**src/rtl/nic_interface.sv**
```systemverilog
// NIC responder: memory-mapped register port for the pipeline,
// bridged to the ring router through one-entry channel buffers.
module nic_interface #(
  parameter int DATA_WIDTH = 64,
  parameter int ADDR_WIDTH = 2
) (
  input  logic                  clk,
  input  logic                  rst,
  input  logic                  nicEn,
  input  logic                  nicEnWr,
  input  logic [ADDR_WIDTH-1:0] addr_nic,
  input  logic [DATA_WIDTH-1:0] d_in,
  output logic [DATA_WIDTH-1:0] d_out,
  input  logic                  net_si,
  output logic                  net_ri,
  input  logic [DATA_WIDTH-1:0] net_di,
  output logic                  net_so,
  input  logic                  net_ro,
  output logic [DATA_WIDTH-1:0] net_do
);

  localparam logic [ADDR_WIDTH-1:0] A_IBUF = ADDR_WIDTH'(0);
  localparam logic [ADDR_WIDTH-1:0] A_ISTS = ADDR_WIDTH'(1);
  localparam logic [ADDR_WIDTH-1:0] A_OBUF = ADDR_WIDTH'(2);
  localparam logic [ADDR_WIDTH-1:0] A_OSTS = ADDR_WIDTH'(3);

  logic [DATA_WIDTH-1:0] in_buf;
  logic                  in_full;
  logic [DATA_WIDTH-1:0] out_buf;
  logic                  out_full;

  logic                  rd;
  logic                  wr;
  logic                  sel_ibuf;
  logic                  sel_ists;
  logic                  sel_obuf;
  logic                  sel_osts;
  logic                  in_take;
  logic                  in_pop;
  logic                  out_push;
  logic                  out_pop;
  logic [DATA_WIDTH-1:0] rd_data;

  // Access qualification and one-hot register select
  always_comb begin
    rd       = nicEn & ~nicEnWr;
    wr       = nicEn & nicEnWr;
    sel_ibuf = (addr_nic == A_IBUF);
    sel_ists = (addr_nic == A_ISTS);
    sel_obuf = (addr_nic == A_OBUF);
    sel_osts = (addr_nic == A_OSTS);
  end

  // Channel events; take/pop on each side are exclusive by the flag
  always_comb begin
    in_take  = net_si & ~in_full;
    in_pop   = rd & sel_ibuf & in_full;
    out_push = wr & sel_obuf & ~out_full;
    out_pop  = out_full & net_ro;
  end

  // Read mux; status values use the pre-edge flags
  always_comb begin
    rd_data = '0;
    unique case (1'b1)
      sel_ibuf: rd_data = in_buf;
      sel_ists: rd_data = {{(DATA_WIDTH-1){1'b0}}, in_full};
      sel_osts: rd_data = {{(DATA_WIDTH-1){1'b0}}, out_full};
      default:  rd_data = '0;
    endcase
  end

  // Input channel buffer filled by the router, drained by reads of 00
  always_ff @(posedge clk or posedge rst) begin
    if (rst) begin
      in_buf  <= '0;
      in_full <= 1'b0;
    end else begin
      if (in_take)
        in_buf <= net_di;
      unique case (1'b1)
        in_take: in_full <= 1'b1;
        in_pop:  in_full <= 1'b0;
        default: in_full <= in_full;
      endcase
    end
  end

  // Output channel buffer filled by stores to 10, drained by the router
  always_ff @(posedge clk or posedge rst) begin
    if (rst) begin
      out_buf  <= '0;
      out_full <= 1'b0;
    end else begin
      if (out_push)
        out_buf <= d_in;
      unique case (1'b1)
        out_push: out_full <= 1'b1;
        out_pop:  out_full <= 1'b0;
        default:  out_full <= out_full;
      endcase
    end
  end

  // Registered load data; holds between reads
  always_ff @(posedge clk or posedge rst) begin
    if (rst)
      d_out <= '0;
    else if (rd)
      d_out <= rd_data;
  end

  // Router-facing handshake outputs straight from state
  always_comb begin
    net_ri = ~in_full;
    net_so = out_full;
    net_do = out_buf;
  end

endmodule

```
**config.mk**
```make
export PLATFORM = sky130hd
export DESIGN_NAME = nic_interface
export DESIGN_NICKNAME = d
export VERILOG_FILES = /design/src/rtl/nic_interface.sv
export SDC_FILE = /design/constraint.sdc
export NUM_CORES = 1
export LEC_CHECK = 0
export BUFFER_PORTS_ARGS = -buffer_cell sky130_fd_sc_hd__clkbuf_2
export CORE_AREA = 10 10 109 150
export CTS_BUF_LIST = sky130_fd_sc_hd__clkbuf_8
export DETAILED_ROUTE_END_ITERATION = 7
export DIE_AREA = 0 0 119 160
export GPL_ROUTABILITY_DRIVEN = 0
export PLACE_DENSITY = 0.89
export SYNTH_ARGS = -nofsm -noshare
export SYNTH_HDL_FRONTEND = slang
export SYNTH_SLANG_ARGS = --single-unit
```
**constraint.sdc**
```tcl
create_clock -name clk -period 17 [get_ports clk]
set_input_delay 1.7 -clock clk [delete_from_list [all_inputs] [get_ports clk]]
set_output_delay 1.7 -clock clk [all_outputs]
set_load 0.1 [all_outputs]
```
## Yosys cells after proc, flatten, opt, wreduce, memory -nomap -nowiden

Index checks and enable logic that the tools add are counted.
W data, S select, Z words.

| storage, ports and cells | value |
|---|---|
| input bits | 136 |
| bits in read-only memories | 0 |
| logic and storage cells | 25 |
| latch bits | 0 |
| memory bits (writable) | 0 |
| memories kept | 0 |
| register bits after elaboration | 194 |

| cells by class | value |
|---|---|
| $add $sub $neg | 0 |
| multiplexer cells | 3 |
| bitwise gates (word level) | 11 |
| reduce and logical (&&, ||, !) cells | 3 |
| shift-type cells | 0 |
| equal/unequal tests | 3 |
| divide/modulo/power cells | 0 |
| multipliers | 0 |
| $lt $le $gt $ge | 0 |

Operators with widths:

| kind | number |
|---|---|
| $pmux W64 S3 | 1 |
| $and A1 B1 Y1 | 8 |
| $eq A2 B2 Y1 const B | 2 |
| $pmux W1 S2 | 2 |
| $reduce_bool A2 Y1 | 2 |
| $not A1 Y1 | 3 |
| $eq A2 B1 Y1 const B | 1 |
| $logic_not A2 Y1 | 1 |

## Longest topological paths before layout

| logic depth | value |
|---|---|
| depth in word-level cells | 5 |
| gate-level depth with buffers | 5 |
| mapped depth without buffers | 3 |

## Least setup slack after synthesis

No wires, ideal clock.

| timing | value |
|---|---|
| path type | input -> register |
| from | input port net_si |
| to | register in_buf[10] |
| required time | 16875 ps |
| library setup time | 125 ps |
| path buffers | 2 |
| data arrival time | 2576 ps |
| cell stages on the path | 4 |
| setup slack | 14299 ps |
| cells stage by stage | nor2b_1 -> buf_2 -> buf_2 -> mux2_2 |

| on the way | value |
|---|---|
| word-level cells in the longest chain between the ends | 1 |

RTL lines:

| element | RTL line | source |
|---|---|---|
| start: declaration | 14 | `input logic net_si,` |
| $and A1 B1 Y1 | 56 | `in_take = net_si & ~in_full;` |
| end signal: assignment | 80 | `in_buf <= net_di;` |
| end: declaration | 27 | `logic [DATA_WIDTH-1:0] in_buf;` |

Every way passes these cells.
A chain may end at the register's enable or synchronous reset.

## Worst setup path after layout

| timing | value |
|---|---|
| from | register in_full |
| to | output port net_ri |

| on the way | value |
|---|---|
| word-level cells in the longest chain between the ends | 1 |

RTL lines:

| element | RTL line | source |
|---|---|---|
| start: declaration | 28 | `logic in_full;` |
| start signal: assignment | 84 | `default: in_full <= in_full;` |
| $not A1 Y1 | 115 | `net_ri = ~in_full;` |
| end: declaration | 15 | `output logic net_ri,` |

Every way passes these cells.

==> summary.md <==
| Metric | Value |
|---|---|
| Die area | 19000 sq um |
| Clock Skew | 0.0111 ns |
| Peak VDD IR | 0.000130 V |
| Max Slew Vio Count | 0 |
| CTS Sinks | 194 |
| Power per Cell Area | 196 nW/um^2 |
| Initial Util | 53.4% |
| Crit path kind | reg2out |
| Worst Setup Start Kind | flip-flop |
| Fin Setup TNS | 0 ns |
| Crit Reg-Reg Startpoint | net_so |
| Most frequent cells in the layout | clkbuf_2, dfrtp_1, mux2_2 |
| Root Driver | clkbuf_8 |
| Worst-case clock buffer depth | 2 |
| Vias in the first global route | 5286 |
| Site Rows | 51 |
| Yosys top cell by area | dfrtp_1 |
| Clock buffers created by TritonCTS | 17 |
| Post-DP HPWL | 13900 microns |
| Commonest non-fill, non-tap cell in the layout | clkbuf_2 |
| Fin crit share | 18.6% |
| Area delta synth->final | 26.1% |
| Initial DRC count | 261 |
| Synth Warn # | 0 |
| Drt first pass iters | 4 |
| # setup viols final | 0 |
| Die Y | 160 microns |
| Port bufs | 265 |
| P_leak | 4.83 nW |
| Post-CTS setup buffer count | 0 |
| Core ar. | 13700 sq um |
| Antenna Nets Post-Route | 0 |
| CP max stage delay | 0.47 ns |
| Reg2reg end | net_do[4] |
| Crit path depth | 2 |
| Clock Latency Late Sink | 0.45 ns |
| Cts repair resizes | 0 |
| Hold crit path type | reg2reg |
| Syn_nets | 563 |
| Global Route Usage Sum | 19.3% |
| CP required | 15.30 ns |
| CP Capture Type | output pin |
| Sequential fraction of the synthesis area | 66.6% |
| Status | completed |
| Minimum clock period | 3.17 ns |
| Largest cells by area after synthesis | dfrtp_1, mux2_2, mux2_4, a22o_1, buf_2 |
| Fin Hold WS | 0.490 ns |
| Worst-case reg-to-reg path depth | 4 |
| Worst Path Max Fanout | 3 |
| Post-CTS Hold Buffers | 0 |
| Vias/cell | 5.24 |
| Crit-path cells | inv_1 -> clkbuf_2 |
| First-pass GRT wire length | 29300 microns |
| Critical path buffers and inverters | 2 |
| DRC errors left | 0 |
| Nets@finish | 825 |
| CTS tree | yes |
| Synth unique cells | 19 |
| Chip Width | 119 microns |
| Crit path to | net_ri |
| Slowest cell on crit path | clkbuf_2 |
| Initial antenna violation count | 1 |
| Power Total | 1.80 mW |
| Reg-to-reg slack, setup | 15.01 ns |
| Mapped Area | 7290 sq um |
| Final Hold Vio Count | 0 |
| RSZ-0062 raised after global routing | no |
| FF+latch count, synth | 194 |
| Wirelength, routed | 18500 microns |
| Htree depth | 4 |
| Worst slew pin tran | 1.06 ns |
| Clock slew at reported path FFs | 0.10 ns |
| Cell count after synthesis | 427 |
| Total I/O pin count | 266 |
| Synth top area share | 66.6% |
| F_max | 0.316 GHz |
| Share of cells above drive strength 1 | 61.8% |
| Synth Area per Inst | 17.1 sq um |
| Arrival @ worst endpoint | 1.47 ns |
| Largest net degree at the start of global routing | 120 |
| Gr ovfl total | 0 |
| Max-cap violations | 0 |
| Crit path max-delay family | buffers and inverters |
| Crit. Startpoint | in_full |
| Slew headroom | 29.4% |
| Detailed-route via count | 4655 |
| Wire per inst | 20.9 microns |
## state kept, by name (all words and copies together), names as in the netlist
register  count
in_buf       64
in_full       1
net_do       64
net_so        1
d_out        64
## kinds of logic after synthesis
kind of cell           after synthesis  share of synthesized area (%)
AO/OA/AOI/OAI                       67                           7.93
multiplexers                       129                           22.5
buffers and inverters               31                           2.42
flip-flops                         194                           66.6
AND/OR/NAND/NOR                      6                          0.584
## per-stage QoR
stage	util [%]	area (sq um)	setup slack, ns	cells
4_1_cts	67.3	9190	13.80	887
5_1_grt	67.3	9190	13.76	887
2_1_floorplan	-	7290	10.02	427
6_report	67.3	9190	13.83	888
3_3_place_gp	64.0	8740	13.60	855
3_5_place_dp	64.0	8740	13.53	855
## metal layers
layer	part of all wire [%]	routed length (microns)	GRT usage, %	vias to the layer above
li1	-	-	-	2072
met1	37	6940	20.9	2337
met2	52	9620	33.0	205
met3	7.3	1360	6.53	41
met4	3.3	605	9.47	0
met5	0	0	0	-
## layout make-up
class                      instances  area, sq um
timing repair buffer             270         1360
fill                             971         4470
clock buffer                      18          248
inverter                           4         22.5
sequential                       194         4850
multi-input combinational        202         2270
antenna                            1         2.50
tap                              185          231
clock inverter                    14          200
## worst reg2reg max path: cells and delay by family (launching register included)
| family | cells | cell delay (ns) |
|---|---|---|
| buf+inv | 1 | 0.84 |
| mux | 1 | 0.46 |
| flops | 1 | 0.41 |
| simple gates | 2 | 0.18 |
## worst min-delay path by stage
stage          startpoint         to  slack, ns  cells past startpoint
3_5_place_dp   in_buf[41]  d_out[41]       0.47                      1
3_3_place_gp   in_buf[40]  d_out[40]       0.47                      1
2_1_floorplan  in_buf[59]  d_out[59]       0.46                      1
6_report       in_buf[40]  d_out[40]       0.49                      1
4_1_cts        in_buf[40]  d_out[40]       0.49                      1
5_1_grt         in_buf[3]   d_out[3]       0.52                      1
## cells in the mapped netlist
cell type / number
dfrtp_1: 194
mux2_2: 80
a22o_1: 63
mux2_4: 49
buf_2: 15
buf_1: 5
buf_6: 5
inv_1: 4
nor2_1: 2
a21oi_1: 1
a221oi_1: 1
buf_4: 1
clkbuf_1: 1
nand2b_1: 1
nand4_1: 1
nor2b_1: 1
nor3_4: 1
o21ai_0: 1
o21bai_1: 1
## power breakdown
group | leakage (nW) | internal (mW) | total [mW] | switching (mW)
registers | 2.41 | 0.602 | 0.687 | 0.0844
clock network | 0.228 | 0.167 | 0.330 | 0.163
logic | 2.19 | 0.190 | 0.781 | 0.591
total | 4.83 | 0.960 | 1.80 | 0.838
No activity file was read; power rests on OpenSTA's default activity.
